--- src/rtl/atm_pkg.sv ---
// Shared ATM definitions: one-hot session states, currency and
// status codes, and the latched operand bundle.
package atm_pkg;

  typedef enum logic [15:0] {
    S_IDLE             = 16'h0001,
    S_ACC_NUM          = 16'h0002,
    S_PIN_INPUT        = 16'h0004,
    S_MENU             = 16'h0008,
    S_SHOW_BALANCES    = 16'h0010,
    S_CONVERT_CURRENCY = 16'h0020,
    S_SEL_CUR_CONV_1   = 16'h0040,
    S_SEL_CUR_CONV_2   = 16'h0080,
    S_WITHDRAW         = 16'h0100,
    S_SEL_AMT_WITHDRAW = 16'h0200,
    S_TRANSFER         = 16'h0400,
    S_SEL_CUR_TRANSFER = 16'h0800,
    S_SEL_AMT_TRANSFER = 16'h1000,
    S_ERROR            = 16'h2000,
    S_SUCCESS          = 16'h4000
  } state_t;

  localparam logic [2:0] CUR_USD = 3'd0;
  localparam logic [2:0] CUR_BTC = 3'd1;
  localparam logic [2:0] CUR_ETH = 3'd2;
  localparam logic [2:0] CUR_XRP = 3'd3;
  localparam logic [2:0] CUR_LTC = 3'd4;

  localparam logic [3:0] ST_NONE         = 4'd0;
  localparam logic [3:0] ST_OK           = 4'd1;
  localparam logic [3:0] ST_BAD_ACC      = 4'd2;
  localparam logic [3:0] ST_BAD_PIN      = 4'd3;
  localparam logic [3:0] ST_INSUFFICIENT = 4'd4;
  localparam logic [3:0] ST_BAD_DEST     = 4'd5;

  typedef struct packed {
    logic [11:0] acc;
    logic [3:0]  pin;
    logic [1:0]  menu;
    logic [2:0]  cur_src;
    logic [2:0]  cur_dst;
    logic [10:0] amount;
    logic [11:0] dest;
  } ops_t;

  function automatic logic bad_cur(input logic [2:0] c);
    return c > CUR_LTC;
  endfunction

endpackage

--- src/rtl/atm_cmd_timer.sv ---
// Command strobe timer: one-cycle ready after start, busy until the
// response sample point RESP_WAIT cycles later.
// Ports: clk, rst_n, start (in); ready, busy, sample (out).
module atm_cmd_timer #(
  parameter int unsigned RESP_WAIT = 4
) (
  input  logic clk,
  input  logic rst_n,
  input  logic start,
  output logic ready,
  output logic busy,
  output logic sample
);

  localparam int unsigned CW = $clog2(RESP_WAIT + 1) + 1;

  logic [CW-1:0] cnt;

  // cnt is 0 in the ready cycle, so the sample lands RESP_WAIT later
  assign sample = busy && (cnt == CW'(RESP_WAIT));

  always_ff @(posedge clk or negedge rst_n) begin
    if (!rst_n) begin
      ready <= 1'b0;
      busy  <= 1'b0;
      cnt   <= '0;
    end else begin
      ready <= start;
      if (start) begin
        busy <= 1'b1;
        cnt  <= '0;
      end else if (busy) begin
        cnt <= cnt + 1'b1;
        if (sample) busy <= 1'b0;
      end
    end
  end

endmodule

--- src/rtl/atm_session_ctrl.sv ---
// ATM session sequencer: buttons + switch word in, one-hot state,
// latched operands and ready strobes out to the ATM core.
// Ports: clk, rst_n, btn_enter, btn_back, sw_data, status_code (in);
// current_state, ready, operands, busy, session_active,
// pin_fail_count (out).
module atm_session_ctrl
  import atm_pkg::*;
#(
  parameter int unsigned RESP_WAIT      = 4,
  parameter int unsigned MAX_PIN_TRIES  = 3,
  parameter int unsigned TIMEOUT_CYCLES = 1000000,
  parameter int unsigned MSG_HOLD       = 50000000
) (
  input  logic        clk,
  input  logic        rst_n,
  input  logic        btn_enter,
  input  logic        btn_back,
  input  logic [11:0] sw_data,
  input  logic [3:0]  status_code,
  output logic [15:0] current_state,
  output logic        ready,
  output logic [11:0] accNumber,
  output logic [3:0]  pin,
  output logic [1:0]  menuOption,
  output logic [2:0]  currency_type_in,
  output logic [2:0]  currency_type_2_in,
  output logic [10:0] amount,
  output logic [11:0] destinationAcc,
  output logic        busy,
  output logic        session_active,
  output logic [1:0]  pin_fail_count
);

  state_t      st_q, st_d, home;
  ops_t        ops_q, ops_d;
  logic        act_q, act_d;
  logic [1:0]  pfc_q, pfc_d;
  logic        start, sample, kill;
  logic        enter, back, ok;
  logic [2:0]  cur;
  logic [10:0] amt;
  logic [31:0] to_cnt, msg_cnt;
  logic        to_run, to_hit, in_msg, msg_hit;

  atm_cmd_timer #(
    .RESP_WAIT (RESP_WAIT)
  ) u_timer (
    .clk    (clk),
    .rst_n  (rst_n),
    .start  (start),
    .ready  (ready),
    .busy   (busy),
    .sample (sample)
  );

  // back overrides enter; both are dead while a command is in flight
  assign enter = btn_enter & ~btn_back & ~busy;
  assign back  = btn_back & ~busy;
  assign ok    = (status_code == ST_OK);
  assign cur   = sw_data[2:0];
  assign amt   = sw_data[10:0];
  assign home  = act_q ? S_MENU : S_IDLE;

  assign to_run  = ~busy & ~btn_enter & ~btn_back;
  assign to_hit  = to_run && (to_cnt == TIMEOUT_CYCLES - 1);
  assign in_msg  = (st_q == S_SUCCESS) || (st_q == S_ERROR);
  assign msg_hit = in_msg && (msg_cnt == MSG_HOLD - 1);

  always_comb begin
    st_d  = st_q;
    ops_d = ops_q;
    act_d = act_q;
    pfc_d = pfc_q;
    start = 1'b0;
    kill  = 1'b0;
    if (sample) begin
      unique case (st_q)
        S_ACC_NUM:
          st_d = ok ? S_PIN_INPUT : S_ERROR;
        S_PIN_INPUT: begin
          if (ok) begin
            st_d  = S_MENU;
            act_d = 1'b1;
            pfc_d = '0;
          end else if (32'(pfc_q) + 32'd1
                       >= MAX_PIN_TRIES) begin
            st_d = S_ERROR;
            kill = 1'b1;
          end else begin
            pfc_d = pfc_q + 2'd1;
          end
        end
        S_TRANSFER:
          st_d = ok ? S_SEL_CUR_TRANSFER : S_ERROR;
        S_SEL_CUR_CONV_2,
        S_SEL_AMT_WITHDRAW,
        S_SEL_AMT_TRANSFER:
          st_d = ok ? S_SUCCESS : S_ERROR;
        default: ;
      endcase
    end else if (back) begin
      if (st_q == S_MENU) begin
        st_d = S_IDLE;
        kill = 1'b1;
      end else if (st_q != S_IDLE) begin
        st_d = home;
      end
    end else if (enter) begin
      unique case (st_q)
        S_IDLE:
          st_d = S_ACC_NUM;
        S_ACC_NUM: begin
          ops_d.acc = sw_data;
          start     = 1'b1;
        end
        S_PIN_INPUT: begin
          ops_d.pin = sw_data[3:0];
          start     = 1'b1;
        end
        S_MENU: begin
          ops_d.menu = sw_data[1:0];
          unique case (sw_data[1:0])
            2'd0: begin
              st_d  = S_SHOW_BALANCES;
              start = 1'b1;
            end
            2'd1: st_d = S_CONVERT_CURRENCY;
            2'd2: st_d = S_WITHDRAW;
            2'd3: st_d = S_TRANSFER;
          endcase
        end
        S_SHOW_BALANCES:
          st_d = S_MENU;
        S_CONVERT_CURRENCY: begin
          ops_d.cur_src = cur;
          st_d = bad_cur(cur) ? S_ERROR
                              : S_SEL_CUR_CONV_1;
        end
        S_SEL_CUR_CONV_1: begin
          ops_d.cur_dst = cur;
          st_d = (bad_cur(cur) || cur == ops_q.cur_src)
                 ? S_ERROR : S_SEL_CUR_CONV_2;
        end
        S_WITHDRAW: begin
          ops_d.cur_src = cur;
          st_d = bad_cur(cur) ? S_ERROR
                              : S_SEL_AMT_WITHDRAW;
        end
        S_TRANSFER: begin
          ops_d.dest = sw_data;
          start      = 1'b1;
        end
        S_SEL_CUR_TRANSFER: begin
          ops_d.cur_src = cur;
          st_d = bad_cur(cur) ? S_ERROR
                              : S_SEL_AMT_TRANSFER;
        end
        S_SEL_CUR_CONV_2,
        S_SEL_AMT_WITHDRAW,
        S_SEL_AMT_TRANSFER: begin
          ops_d.amount = amt;
          if (amt == '0) st_d = S_ERROR;
          else start = 1'b1;
        end
        S_ERROR,
        S_SUCCESS:
          st_d = home;
        default: ;
      endcase
    end else if (to_hit) begin
      st_d = S_IDLE;
      kill = 1'b1;
    end else if (msg_hit) begin
      st_d = home;
    end
    if (kill) begin
      act_d = 1'b0;
      pfc_d = '0;
      ops_d = '0;
    end
  end

  always_ff @(posedge clk or negedge rst_n) begin
    if (!rst_n) begin
      st_q  <= S_IDLE;
      ops_q <= '0;
      act_q <= 1'b0;
      pfc_q <= '0;
    end else begin
      st_q  <= st_d;
      ops_q <= ops_d;
      act_q <= act_d;
      pfc_q <= pfc_d;
    end
  end

  always_ff @(posedge clk or negedge rst_n) begin
    if (!rst_n) begin
      to_cnt  <= '0;
      msg_cnt <= '0;
    end else begin
      if (!to_run || to_hit) to_cnt <= '0;
      else to_cnt <= to_cnt + 32'd1;
      if (!in_msg || msg_hit) msg_cnt <= '0;
      else msg_cnt <= msg_cnt + 32'd1;
    end
  end

  assign current_state      = st_q;
  assign accNumber          = ops_q.acc;
  assign pin                = ops_q.pin;
  assign menuOption         = ops_q.menu;
  assign currency_type_in   = ops_q.cur_src;
  assign currency_type_2_in = ops_q.cur_dst;
  assign amount             = ops_q.amount;
  assign destinationAcc     = ops_q.dest;
  assign session_active     = act_q;
  assign pin_fail_count     = pfc_q;

endmodule
--- config.mk ---
export PLATFORM = sky130hd
export DESIGN_NAME = atm_session_ctrl
export DESIGN_NICKNAME = d
export VERILOG_FILES = /design/src/rtl/atm_pkg.sv /design/src/rtl/atm_cmd_timer.sv /design/src/rtl/atm_session_ctrl.sv
export SDC_FILE = /design/constraint.sdc
export NUM_CORES = 1
export LEC_CHECK = 0
export CAP_MARGIN = 10
export CORE_UTILIZATION = 35
export CTS_CLUSTER_DIAMETER = 40
export DETAILED_ROUTE_END_ITERATION = 10
export SLEW_MARGIN = 20
export SYNTH_ARGS = -nofsm -noshare
export SYNTH_HDL_FRONTEND = slang
export SYNTH_SLANG_ARGS = --single-unit
--- constraint.sdc ---
create_clock -name clk -period 4.3 [get_ports clk]
set_input_delay 0.86 -clock clk [delete_from_list [all_inputs] [get_ports clk]]
set_output_delay 0.86 -clock clk [all_outputs]
set_load 0.01 [all_outputs]
* Word level (Yosys, flattened, before mapping) *
Cells that the tools add are included.

word-level totals
  memories kept = 0
  register bits after elaboration = 136
  input port bits = 20
  bits in read-only memories = 0
  bits in writable memories = 0
  word-level logic and storage cells = 161
  bits in latches = 0
  output and inout port bits = 68

operators by class
  bitwise gates (word level) = 8
  equal/unequal tests = 32
  reduce and logical (&&, ||, !) cells = 37
  muxes and demuxes = 62
  multipliers = 0
  magnitude comparators = 2
  add/sub/neg operators = 5
  divide/modulo/power cells = 0
  shift operators = 0

operators with widths
  kind                                                                number
  47-bit 2-to-1 mux                                                   4
  16-bit 2-to-1 mux                                                   10
  16-bit case mux with 9 select lines                                 1
  16-bit case mux with 4 select lines                                 2
  14-bit 2-to-1 mux                                                   6
  32-bit by 1-bit adder with 32-bit output (second input constant)    2
  32-bit 2-to-1 mux                                                   2
  32-bit by 20-bit == test with 1-bit output (second input constant)  1
  32-bit by 26-bit == test with 1-bit output (second input constant)  1
  4-bit AND reduction                                                 7
  12-bit 2-to-1 mux                                                   2
  2-bit nonzero test                                                  11
  1-bit 2-to-1 mux                                                    20
  16-bit by 1-bit == test with 1-bit output (second input constant)   1
  16-bit by 10-bit == test with 1-bit output (second input constant)  1
  16-bit by 11-bit == test with 1-bit output (second input constant)  1
  16-bit by 12-bit == test with 1-bit output (second input constant)  1
  16-bit by 13-bit == test with 1-bit output (second input constant)  1
  16-bit by 14-bit == test with 1-bit output (second input constant)  1
  16-bit by 15-bit == test with 1-bit output (second input constant)  1
  16-bit by 2-bit == test with 1-bit output (second input constant)   1
  16-bit by 3-bit == test with 1-bit output (second input constant)   1
  16-bit by 4-bit == test with 1-bit output (second input constant)   1
  16-bit by 5-bit == test with 1-bit output (second input constant)   1
  other kinds (41)                                                    66

* Longest topological paths before layout *
Gate-level depths: netlist of the first run.

  depth after elaboration = 10
  depth in mapped cells = 10
  gate-level depth less buffers = 9

* By module *
Synthesis of the first run repeated with hierarchy kept, for this count alone.

second synthesis, totals
  cells, all modules = 649
  area total of the unflattened synthesis = 6760.2 µm²

by module, submodules not included
  module            area each (µm²)  instances  cells each  sequential area each (µm²)
  atm_session_ctrl  6448.7           1          623         3229.3
  atm_cmd_timer     311.5            1          26          150.1

* Worst setup path after synthesis of the first run *
OpenSTA, ideal clock, no wires.

  path type = register to register
  start = reg st_q[2], in the netlist current_state[2]
  end = reg st_q[10], in the netlist current_state[10]
  data required time = 4.178 ns
  library setup time = 0.122 ns
  path buffers = 2
  arrival = 2.326 ns
  path slack = 1.853 ns
  cell stages (with the launch flop) = 10
  clock period less this slack = 2.447 ns
  cells stage by stage = dfrtp_1 buf_6 or4_4 nor2_4 nand2_2 o41ai_2 or3_1 nand3_4 buf_6 a32o_1

between the ends
  word-level cells in the longest chain between the ends = 6
  elaborated cells between the ends (all ways) = 33
  those cells by class = eq/ne: 21; mux: 6; reduce/logical: 6

ends and longest elaborated chain
  element                                                                  line                                             text
  from (decl)                                                              atm_session_ctrl.sv:34                           state_t st_q, st_d, home;
  from (signal assigned)                                                   atm_session_ctrl.sv:190                          st_q <= st_d;
  16-bit by 8-bit == test with 1-bit output, or another cell as far along  atm_session_ctrl.sv:77, atm_session_ctrl.sv:109
  3-bit OR reduction / 2-bit OR reduction (equally long branches)          atm_session_ctrl.sv:77, atm_session_ctrl.sv:109
  16-bit case mux with 9 select lines                                      atm_session_ctrl.sv:109                          unique case (st_q)
  16-bit 2-to-1 mux                                                        atm_session_ctrl.sv:108                          end else if (enter) begin
  16-bit 2-to-1 mux                                                        atm_session_ctrl.sv:101                          end else if (back) begin
  16-bit 2-to-1 mux                                                        atm_session_ctrl.sv:76                           if (sample) begin

Several ways; a longest one is shown, not always the timed one.
A chain may end at the register's enable or synchronous reset.

* Worst setup path in the final report of the first run *
  start = reg msg_cnt[24]
  end = reg st_q[1], in the netlist current_state[1]

between the ends
  word-level cells in the longest chain between the ends = 4

ends and longest elaborated chain
  element                                     line                     text
  from (decl)                                 atm_session_ctrl.sv:42   logic [31:0] to_cnt, msg_cnt;
  from (signal assigned)                      atm_session_ctrl.sv:205  else msg_cnt <= msg_cnt + 32'd1;
  32-bit by 26-bit == test with 1-bit output  atm_session_ctrl.sv:67   assign msg_hit = in_msg && (msg_cnt == MSG_HOLD - 1);
  1-bit logical AND                           atm_session_ctrl.sv:67
  5-bit nonzero test (no source line)         --
  6-bit AND reduction (no source line)        --

Every way passes these cells.

==> results.md, run 1 <==
- Fin crit share: 0.669
- Flops & latches, synth: 135
- WL per Instance: 15.6 microns
- Routability congestion estimate: 0.862
- Syn nets: 737
- Post-CTS Hold Fix Bufs: 0
- Skew-Pair Late Insertion Delay: 0.42 ns
- Die ar.: 0.0198 sq mm
- Fraction of layout instances using a drive strength above 1: 0.0743
- Design area: 0.00841 sq mm
- Largest net degree at the start of global routing: 94
- Vias: 5378
- Capture point of the worst path: current_state[1]
- Clock skew: 0.00918 ns
- Die Width: 141 microns
- EDFF count, synth: 0
- Critical path arrival: 3.17 ns
- DRT Wirelength: 16.2 mm
- RSZ-0062 raised after global routing: no
- NumNets Final: 821
- Final cell count without fillers: 1042
- Routed Antenna Nets: 0
- Crit Path Max Fanout: 15
- Root Buffer: clkbuf_16
- Avg Inst Size Synth: 9.47 sq um
- Global-route wire length before repair: 26.7 mm
- Cell Area, Synth: 0.00673 sq mm
- Final min period: 2.88 ns
- Max transition margin: 0.414
- Grt ovf: 0
- Worst R2R Setup Slack: 1.42 ns
- # diodes: 0
- 1st-pass router iterations: 4
- Pwr Total: 3.54 mW
- Mapped Cells: 711
- Worst setup path startpoint: msg_cnt[24]
- Ports: 88
- RR Startpoint: msg_cnt[24]
- Clk slew on worst S/H paths: 0.06 ns
- Register area share after synthesis: 0.502
- Final worst setup slack: 1.42 ns
- Cell row count: 50
- CTS Buf Count: 17
- Placed cells: 1010
- CORE AREA: 0.0188 sq mm
- Power density over the cells: 421 mW/mm^2
- Synth Warn #: 0
- Hold Path Class: flip-flop to flip-flop
- Top FF cell, synth: dfrtp_1
- Antenna violations before repair: 0
- Worst endpoint required time: 4.60 ns
- DP Area: 0.00782 sq mm
- Crit Path Category: flip-flop to flip-flop
- CP startpoint kind: flip-flop
- Post-DP HPWL: 11.5 mm
- Status: finished, final reports clean
- Worst flop-to-flop path endpoint: current_state[1]
- Peak supply drop: 0.301 mV
- R2R cell count: 7
- CTS Buffer Depth: 2
- DP Worst Slack: 1.06 ns
- Fin. max-slew vios: 0
- Distinct cell type count after synthesis: 65
- Number of global-route vias before repair: 5055
- CTS H-tree depth: 4
- GRT Total Usage: 0.172
- Initial Util: 0.359
- CTS resizes: 0
- Fillers: 1806
- Setup TNS: 0 ns
- Setup bufs post-CTS: 0
- Sink Count: 135
- MaxCap Viol Count: 0
- Commonest non-fill, non-tap cell in the layout: dfrtp_1
- Achievable Freq: 348 MHz
- Ys async rst share: 1.00
- Final Hold Fails: 0
- Die height: 141 microns
- Final setup fails: 0
- Drt initial violations: 344
- Layout overhead on the synthesized area: 25.0%
- Actual slew at the worst max-slew pin: 0.877 ns
- Number of port buffers: 86
- CP Capture Type: flip-flop
- Static Leak: 3.47 nW
- Via density: 5.16
- CTS tree: built
- Most frequent cells in the layout: dfrtp_1, nor2_1, nand2_1
- Drc violations: 0
==> power breakdown <==
part / switching (mW) / internal [mW]
Sequential: 0.0989 / 1.38
Combinational: 0.331 / 0.288
Clock: 0.573 / 0.875
==> cells by family after synthesis <==
kind of cell	count (synthesis)	synth area share
buffers and inverters	42	0.0277
AND/OR/NAND/NOR	360	0.266
XOR/XNOR	66	0.0859
multiplexers	18	0.0275
flip-flops	135	0.502
other	1	0.000557
adder cells (fa/ha/maj)	6	0.0112
AO/OA/AOI/OAI	83	0.0788
==> cells in the mapped netlist, types with 7 or more instances <==
cell type	instances	area [sq um]
and3_1	13	81.3
and4_1	7	61.3
dfrtp_1	134	3350
nor2_1	108	405
xnor2_1	25	219
nand3_1	30	150
nor3_1	13	65.1
clkbuf_1	17	63.8
o21ai_0	18	90.1
mux2i_1	14	140
nor4_1	13	81.3
nor4b_1	7	61.3
a21oi_1	31	155
buf_2	8	40.0
nand2_1	105	394
xor2_1	41	359
inv_1	13	48.8
nand4_1	19	119
==> worst max-delay path, stage by stage, from the launching register on <==
cell and delay (ns):
dfrtp_1 0.43, nor4b_1 0.40, nand4_1 0.22, or4_1 0.56, o221a_1 0.27, a211oi_2 0.24
nand3_4 0.26, mux2_1 0.38
==> worst min-delay path by stage <==
stage | slack, ns | start | cells past startpoint | end
CTS | 0.49 | accNumber[1] | 2 | accNumber[1]
floorplan | 0.45 | to_cnt[0] | 1 | to_cnt[0]
detailed placement | 0.47 | accNumber[1] | 2 | accNumber[1]
global placement | 0.46 | accNumber[1] | 2 | accNumber[1]
global route | 0.51 | accNumber[5] | 2 | accNumber[5]
finish | 0.48 | accNumber[5] | 2 | accNumber[5]
==> layout make-up <==
type                    count  area (sq um)  area share
repair buffers             94           922       0.110
flip-flops and latches    135          3380       0.402
inverters                  13          48.8     0.00580
clock inverters            13           146      0.0174
well taps                 234           293      0.0348
multi-input cells         534          3180       0.378
clock buffers              19           443      0.0527
==> per-stage QoR <==
step,hold WS (ns),util
2_1_floorplan,0.448,-
3_3_place_gp,0.464,0.417
3_5_place_dp,0.473,0.417
4_1_cts,0.487,0.448
5_1_grt,0.509,0.448
6_report,0.478,0.448
==> registers in the layout, summed over array words and instances (netlist names), 4 cells and up <==
register        flops
accNumber          12
amount             11
current_state      15
destinationAcc     12
msg_cnt            32
pin                 4
to_cnt             32
u_timer.cnt         4
==> per-layer routing <==
layer  vias up  global-route usage  routed length, microns
li1       2625                   -                       -
met3        18              0.0350                     569
met1      2633               0.236                    7800
met2       102               0.270                    7600
met5         -                   0                       0
met4         0              0.0635                     266
(Power assumes the default switching activity.)
==> run 2, diff against run 1 <==
==> constraint.sdc (replaced) <==
create_clock -name clk -period 3 [get_ports clk]
set_input_delay 0.6 -clock clk [delete_from_list [all_inputs] [get_ports clk]]
set_output_delay 0.6 -clock clk [all_outputs]
set_load 0.01 [all_outputs]
==> run 2 against run 1 <==
  * Global-route usage increased by 0.57 points
  * Die area unchanged
  * Cell area increased by 1.4%
==> results.md, run 2 (same netlist as run 1, synthesis figures left out) <==
- Status: finished, final reports clean
- Final Hold Fails: 0
- Largest stage delay on the critical path: 0.56 ns
- DRT Wirelength: 16.6 mm
- Ports: 88
- Die height: 141 microns
- Slowest-stage cell, CP: or4_1
- Initial Util: 0.359
- Final min period: 2.81 ns
- Drt initial violations: 359
- CTS H-tree depth: 4
- Sink Count: 135
- Global-route wire length before repair: 27.7 mm
- Antenna violations before repair: 0
- Worst Path Buf+Inv: 1
- Achievable Freq: 356 MHz
- Fin crit share: 0.936
- Static Leak: 3.56 nW
- Crit Path Category: flip-flop to flip-flop
- Via density: 5.15
- Worst endpoint required time: 3.31 ns
- Cell row count: 50
- RSZ-0062 raised after global routing: no
- Final core utilization: 0.454
- GRT Total Usage: 0.178
- Fraction of layout instances using a drive strength above 1: 0.0934
- CORE AREA: 0.0188 sq mm
- Hold Path Class: primary input to async pin
- CTS Buffer Depth: 2
- Number of port buffers: 86
- Skew-Pair Late Insertion Delay: 0.42 ns
- Number of global-route vias before repair: 5367
- Setup bufs post-CTS: 0
- Layout overhead on the synthesized area: 26.7%
- MaxCap Viol Count: 0
- Fillers: 1798
- Post-DP HPWL: 11.7 mm
- Largest net degree at the start of global routing: 60
- # diodes: 0
- WL per Instance: 15.7 microns
- Actual slew at the worst max-slew pin: 0.601 ns
- Drc violations: 0
- Vias: 5444
- Die ar.: 0.0198 sq mm
- CTS tree: built
- Power density over the cells: 580 mW/mm^2
- Post-CTS Hold Fix Bufs: 0
- Clock skew: 0.00828 ns
- Routability congestion estimate: 0.832
- CP startpoint kind: flip-flop
- Clk slew on worst S/H paths: 0.06 ns
- Setup TNS: 0 ns
- Grt ovf: 0
- Routed Antenna Nets: 0
- CP delay by family, top: simple AND/OR/NAND/NOR gates
- Commonest non-fill, non-tap cell in the layout: dfrtp_1
- Root Buffer: clkbuf_16
- CP Capture Type: flip-flop
- Max transition margin: 0.596
- NumNets Final: 838
- Final setup fails: 0
- Critical path arrival: 3.12 ns
- CTS resizes: 0
- Most frequent cells in the layout: dfrtp_1, nor2_1, nand2_1
- CTS Buf Count: 17
- CP cell instances: nor4b_1 > nand4_1 > or4_1 > o221a_1 > a211oi_2 > nand3_4 > buf_4 > a21o_1
- Die Width: 141 microns
- Crit Path Max Fanout: 8
- 1st-pass router iterations: 4
- Worst R2R Setup Slack: 0.19 ns
- Fin. max-slew vios: 0
- Peak supply drop: 0.406 mV
[run 2: worst reg2reg max path, cell delays in order (launching register included)]
cell and delay [ns]:
dfrtp_1 0.43, nor4b_1 0.38, nand4_1 0.23, or4_1 0.56, o221a_1 0.28, a211oi_2 0.25
nand3_4 0.19, buf_4 0.22, a21o_1 0.18
[run 2: layout make-up]
cell class / count / area [sq um] / area share
Sequential cell: 135 / 3380 / 0.396
Clock buffer: 20 / 467 / 0.0547
Multi-Input combinational cell: 534 / 3180 / 0.373
Inverter: 13 / 48.8 / 0.00572
Clock inverter: 11 / 75.1 / 0.00880
Timing Repair Buffer: 111 / 1090 / 0.127
Tap cell: 234 / 293 / 0.0343
[run 2: path summary, 6_finish.rpt]
check                                     to        start  depth (start not counted)
min                        current_state[14]        rst_n                          1
max reg2reg                 current_state[9]  msg_cnt[24]                          8
max in group asynchronous        msg_cnt[10]        rst_n                          2
min in group clk                   to_cnt[0]    to_cnt[0]                          1
max                         current_state[9]  msg_cnt[24]                          8
min reg2reg                        to_cnt[0]    to_cnt[0]                          1
[run 2: per-stage QoR]
step                setup slack (ns)  area [sq um]  std cells  hold slack (ns)  power (mW)
floorplan                      0.553          6730        711            0.304        2.63
global placement               0.191          7990       1027            0.467        3.06
detailed placement             0.181          7990       1027            0.473        3.07
CTS                            0.209          8530       1058            0.171        5.01
global route                  0.0559          8530       1058            0.195        5.20
finish                         0.193          8530       1058            0.160        4.95
[run 2: report_power, final]
group | internal [mW] | leakage, nW | switching [mW] | total [mW]
Clock | 1.12 | 0.268 | 0.806 | 1.92
Sequential | 1.97 | 1.86 | 0.142 | 2.12
Combinational | 0.434 | 1.43 | 0.476 | 0.910
Total | 3.52 | 3.56 | 1.42 | 4.95
[run 2: layer usage]
layer	vias up	wire length, microns	global-route usage
met5	-	0	0
met4	0	396	0.0755
met3	28	717	0.0370
met2	132	7710	0.277
met1	2624	7810	0.241
li1	2660	-	-
